## src/rtl/alu_op_sequencer.sv

```systemverilog
// ALU op sequencer: single-cycle codes pass through with one cycle of latency; DIVU
// (and MULTU when ALU_SEQ_MULTU_EN is defined) runs DATA_W cycles, then strobes HI/LO.
module alu_op_sequencer #(
  parameter int               DATA_W    = 32,
  parameter int               SIG_W     = 6,
  parameter logic [SIG_W-1:0] NOP_CODE  = 6'b000000,
  parameter logic [SIG_W-1:0] HILO_CODE = 6'b111111
) (
  input  logic             clk,
  input  logic             rst_n,
  input  logic [SIG_W-1:0] signal_in,
  input  logic             valid_in,
  output logic             ready_out,
  input  logic             flush_in,
  output logic [SIG_W-1:0] ctrl_alu,
  output logic [SIG_W-1:0] ctrl_sht,
  output logic [SIG_W-1:0] ctrl_div,
  output logic [SIG_W-1:0] ctrl_mux,
  output logic             hilo_we,
  output logic             busy,
  output logic             start_pulse
);

  localparam int               CNT_W     = $clog2(DATA_W);
  localparam logic [CNT_W-1:0] CNT_LAST  = CNT_W'(DATA_W - 1);
  localparam logic [SIG_W-1:0] DIVU_CODE = SIG_W'(27);
`ifdef ALU_SEQ_MULTU_EN
  localparam logic [SIG_W-1:0] MULTU_CODE = SIG_W'(25);
`endif

  typedef enum logic [1:0] {
    IDLE = 2'd0,
    RUN  = 2'd1,
    DONE = 2'd2
  } state_t;

  state_t           state;
  logic [CNT_W-1:0] cnt;
  logic [SIG_W-1:0] ctrl;

  function automatic logic is_iter(input logic [SIG_W-1:0] code);
`ifdef ALU_SEQ_MULTU_EN
    return (code == DIVU_CODE) || (code == MULTU_CODE);
`else
    return (code == DIVU_CODE);
`endif
  endfunction

  assign ready_out = (state == IDLE);
  assign ctrl_alu  = ctrl;
  assign ctrl_sht  = ctrl;
  assign ctrl_div  = ctrl;
  assign ctrl_mux  = ctrl;

  // Sequencer FSM with registered control code and strobes
  always_ff @(posedge clk) begin
    if (!rst_n) begin
      state       <= IDLE;
      cnt         <= {CNT_W{1'b0}};
      ctrl        <= NOP_CODE;
      hilo_we     <= 1'b0;
      busy        <= 1'b0;
      start_pulse <= 1'b0;
    end else begin
      case (state)
        IDLE: begin
          cnt     <= {CNT_W{1'b0}};
          hilo_we <= 1'b0;
          if (valid_in && !flush_in) begin
            ctrl <= signal_in;
            if (is_iter(signal_in)) begin
              state       <= RUN;
              busy        <= 1'b1;
              start_pulse <= 1'b1;
            end else begin
              state       <= IDLE;
              busy        <= 1'b0;
              start_pulse <= 1'b0;
            end
          end else begin
            state       <= IDLE;
            ctrl        <= NOP_CODE;
            busy        <= 1'b0;
            start_pulse <= 1'b0;
          end
        end
        RUN: begin
          start_pulse <= 1'b0;
          if (flush_in) begin
            state   <= IDLE;
            cnt     <= {CNT_W{1'b0}};
            ctrl    <= NOP_CODE;
            hilo_we <= 1'b0;
            busy    <= 1'b0;
          end else if (cnt == CNT_LAST) begin
            // last run cycle: next cycle presents the HI/LO write
            state   <= DONE;
            cnt     <= {CNT_W{1'b0}};
            ctrl    <= HILO_CODE;
            hilo_we <= 1'b1;
            busy    <= 1'b1;
          end else begin
            state   <= RUN;
            cnt     <= cnt + CNT_W'(1);
            hilo_we <= 1'b0;
            busy    <= 1'b1;
          end
        end
        DONE: begin
          state       <= IDLE;
          cnt         <= {CNT_W{1'b0}};
          ctrl        <= NOP_CODE;
          hilo_we     <= 1'b0;
          busy        <= 1'b0;
          start_pulse <= 1'b0;
        end
        default: begin
          state       <= IDLE;
          cnt         <= {CNT_W{1'b0}};
          ctrl        <= NOP_CODE;
          hilo_we     <= 1'b0;
          busy        <= 1'b0;
          start_pulse <= 1'b0;
        end
      endcase
    end
  end

endmodule

```

## config.mk

```make
export PLATFORM = sky130hd
export DESIGN_NAME = alu_op_sequencer
export DESIGN_NICKNAME = d
export VERILOG_FILES = /design/src/rtl/alu_op_sequencer.sv
export SDC_FILE = /design/constraint.sdc
export NUM_CORES = 1
export LEC_CHECK = 0
export CELL_PAD_IN_SITES_DETAIL_PLACEMENT = 0
export CELL_PAD_IN_SITES_GLOBAL_PLACEMENT = 1
export CORE_UTILIZATION = 44
export CTS_BUF_LIST = sky130_fd_sc_hd__clkbuf_4
export DETAILED_ROUTE_END_ITERATION = 8
export DONT_BUFFER_PORTS = 1
export HOLD_SLACK_MARGIN = 0.15
export PLACE_DENSITY_LB_ADDON = 0.1
export SLEW_MARGIN = 20
export SYNTH_ARGS = -nofsm -noshare
export SYNTH_HDL_FRONTEND = slang
export SYNTH_SLANG_ARGS = --single-unit
export TNS_END_PERCENT = 10
```

## constraint.sdc

```tcl
create_clock -name clk -period 2.7 [get_ports clk]
set_clock_uncertainty 0.2 [all_clocks]
set_input_delay 0.405 -clock clk [delete_from_list [all_inputs] [get_ports clk]]
set_output_delay 0.405 -clock clk [all_outputs]
set_load 0.01 [all_outputs]
```

==> impl_metrics.ini <==
[run_status]
outcome = completed

[setup_path]
worst_ep_required_time_ns = 2.66
cp_slowest_cell = or4b_4
path_buf_inv = 0
path_class = reg -> reg
reg2reg_from = cnt[0]
critPathLaunch = cnt[0]
end_kind = register
arrival_ns = 1.93
worst_path_most_repeated_cell = ha_1
crit_chain = ha_1, and3_1, ha_1, or4b_4, nor2_1, nor3_1
worstPathMaxFanout = 5
cp_top_family = simple AND/OR/NAND/NOR gates
max_stage_delay_ns = 0.54
start_kind = register

[synthesis]
synth_area_per_cell_sq_um = 9.02
yosys-top-cells-area = dfxtp_1 44%, buf_4 19%, nor2_1 6.2%
synth-edff-count = 0
async_flop_share_pct = 0
synth.area.mux_share_pct = 0
synth-compound-area-share_pct = 6.93
synth_cell_types = 20
yosysMostFrequentCell = buf_4
syn_nets = 92
yosys-top-cells-count = 18 x buf_4, 16 x dfxtp_1, 12 x nor2_1
ys_warn_count = 0
yosysSeqAreaShare_pct = 44.4
synthXorXnorAreaFrac_pct = 2.43
synthAdderAreaFrac_pct = 3.47
synthesis.area_sq_um = 722
netlist.area_leader.share_pct = 44.4
synth_cells = 80
ys_ff_latch = 16
synthSimpleGateAreaFrac_pct = 22.4
synth_flop_cell = dfxtp_1
yosysTopAreaCell = dfxtp_1
synth_top_family_by_area = simple AND/OR/NAND/NOR gates

[floorplanning]
num_io_pins = 38
placementRows = 14
initial_core_util_pct = 47.4
fp.dieW_microns = 42.5
die_h_microns = 42.5
core_area_sq_um = 1520
die-area_sq_um = 1810

[clocking]
cts_tree = yes
clkLatencyLatePin_ns = 0.28
h-tree-depth = 1
clk_path_buf_depth = 2
cts_setup_buffers = 0
cts_buffers = 3
cts.sinks = 16
cts_root_buffer = clkbuf_4
clkSlewWorstSetupHoldPaths_ns = 0.09

[sta]
finalCriticalPeriod_ns = 1.97
tns_ns = 0
fin_hold_ws_ns = 0.183
rsz0062_at_grt = no
setup_viol = 0
max_slew_margin_pct = 70.0
fmax_mhz = 507
finalHoldViolCount = 0
fin_crit_sh_pct = 73.0
worst_pin_slew_ns = 0.449
setup_ws_ns = 0.729
slew_viol_final = 0

[placement]
gp_congestion = 0.656
placed_cells = 76
io_buffers = 0
dpl_worst_slack_ns = 0.735
dp_hpwl_microns = 781
dpl-instance-area_sq_um = 598

[run]
cap_violations = 0

[layout]
drive_gt1_share_pct = 8.11
fin_area_sq_um = 724
fin_nets = 87
syn2layout_area_growth_pct = 0.347
stdcell_count = 90
n_antenna_cell = 0

[drt]
ant_nets = 0
drt_iter0_markers = 9
avgViaCountPerCell = 5.19
avgRoutedWirePerCell_microns = 12.6
drt_pass1_iterations = 4
vias = 467
drc = 0
wirelength_mm = 1.13

[pwr]
p_int_w = 0.000305
p_leak_nw = 0.290
p_comb_share_pct = 5.5
seqPwrFrac_pct = 63.3
powerDensity_nw_per_um2 = 538
swShare_pct = 21.7
pwr-share-clk_pct = 31.2
power.switching_w = 0.0000847
ir_worst_vdd_v = 0.000353

[global_routing]
grt_antenna_before_repair = 0
grt_pass1_vias = 456
grt_overflow = 0
grt_max_degree = 13
grt_pass1_wl_mm = 1.86
track_usage_pct = 14.1

[hold_path]
min_path_type = in -> reg
holdCritStartpoint = flush_in
-- flip-flops by register name, indices dropped and copies added (netlist names) --
| name | cells |
|---|---|
| cnt | 5 |
| hilo_we | 1 |
| busy | 1 |
| state | 2 |
| start_pulse | 1 |
| ctrl_alu | 6 |
-- area by class of cell --
class	count	area, sq um
Fill cell	149	800
Sequential cell	16	320
Multi-Input combinational cell	43	254
Timing Repair Buffer	10	100
Clock buffer	3	22.5
Tap cell	16	20.0
Clock inverter	1	3.75
Inverter	1	3.75
-- kinds of logic after synthesis --
logic type | Yosys count
and+or+nand+nor | 31
AOI/OAI and AO/OA | 8
DFF | 16
adders and majority gates | 2
xor gates and xnor gates | 2
buffers and inverters | 21
-- layer usage --
layer / share of wire (%) / vias to the layer above / global-route usage (%)
met5: 0 / - / 0
met4: 1.1 / 0 / 3.75
met3: 9.0 / 2 / 8.19
met2: 43 / 20 / 21.8
met1: 46 / 206 / 16.7
li1: - / 239 / -
-- worst reg2reg max path, delay by kind of cell (launching register included) --
family	cells	cell delay (ns)
fa+ha+maj	2	0.44
flops	1	0.33
simple gates	4	0.89
-- through the flow --
stage | utilization [%] | total power [W]
floorplan | - | 0.000269
global placement | 39.2 | 0.000261
detailed placement | 39.2 | 0.000261
CTS | 47.5 | 0.000395
global route | 47.5 | 0.000409
finish | 47.5 | 0.000390
-- layout by cell type (no fill, tap or decap), types with 2 or more instances in the layout --
cell type      Yosys  routed
nor3_1             7       7
ha_1               2       2
a21oi_1            6       6
dfxtp_1           16      16
nand2_1            4       4
dlygate4sd3_1      0      10
nor2_1            12      12
clkbuf_4           0       3
and3_1             3       3
-- worst paths after layout --
kind	cells past startpoint	slack (ns)	to
max reg2reg	6	0.73	ctrl_alu[5]
min	2	0.18	cnt[4]
min reg2reg	1	0.26	cnt[0]
max	6	0.73	ctrl_alu[5]
-- power groups by stage --
stage	Sequential [W]	Combinational, W	Clock (W)
floorplan	0.000248	0.0000213	0
global placement	0.000252	0.00000871	0
detailed placement	0.000252	0.00000855	0
CTS	0.000247	0.0000212	0.000127
global route	0.000248	0.0000240	0.000138
finish	0.000247	0.0000213	0.000121
-- repair_timing --
item | CTS | global route
gates resized for setup | 0 | 0
hold endpoints to repair | 11 | 0
hold buffers | 10 | 0
Power figures use the tool's default switching activity.
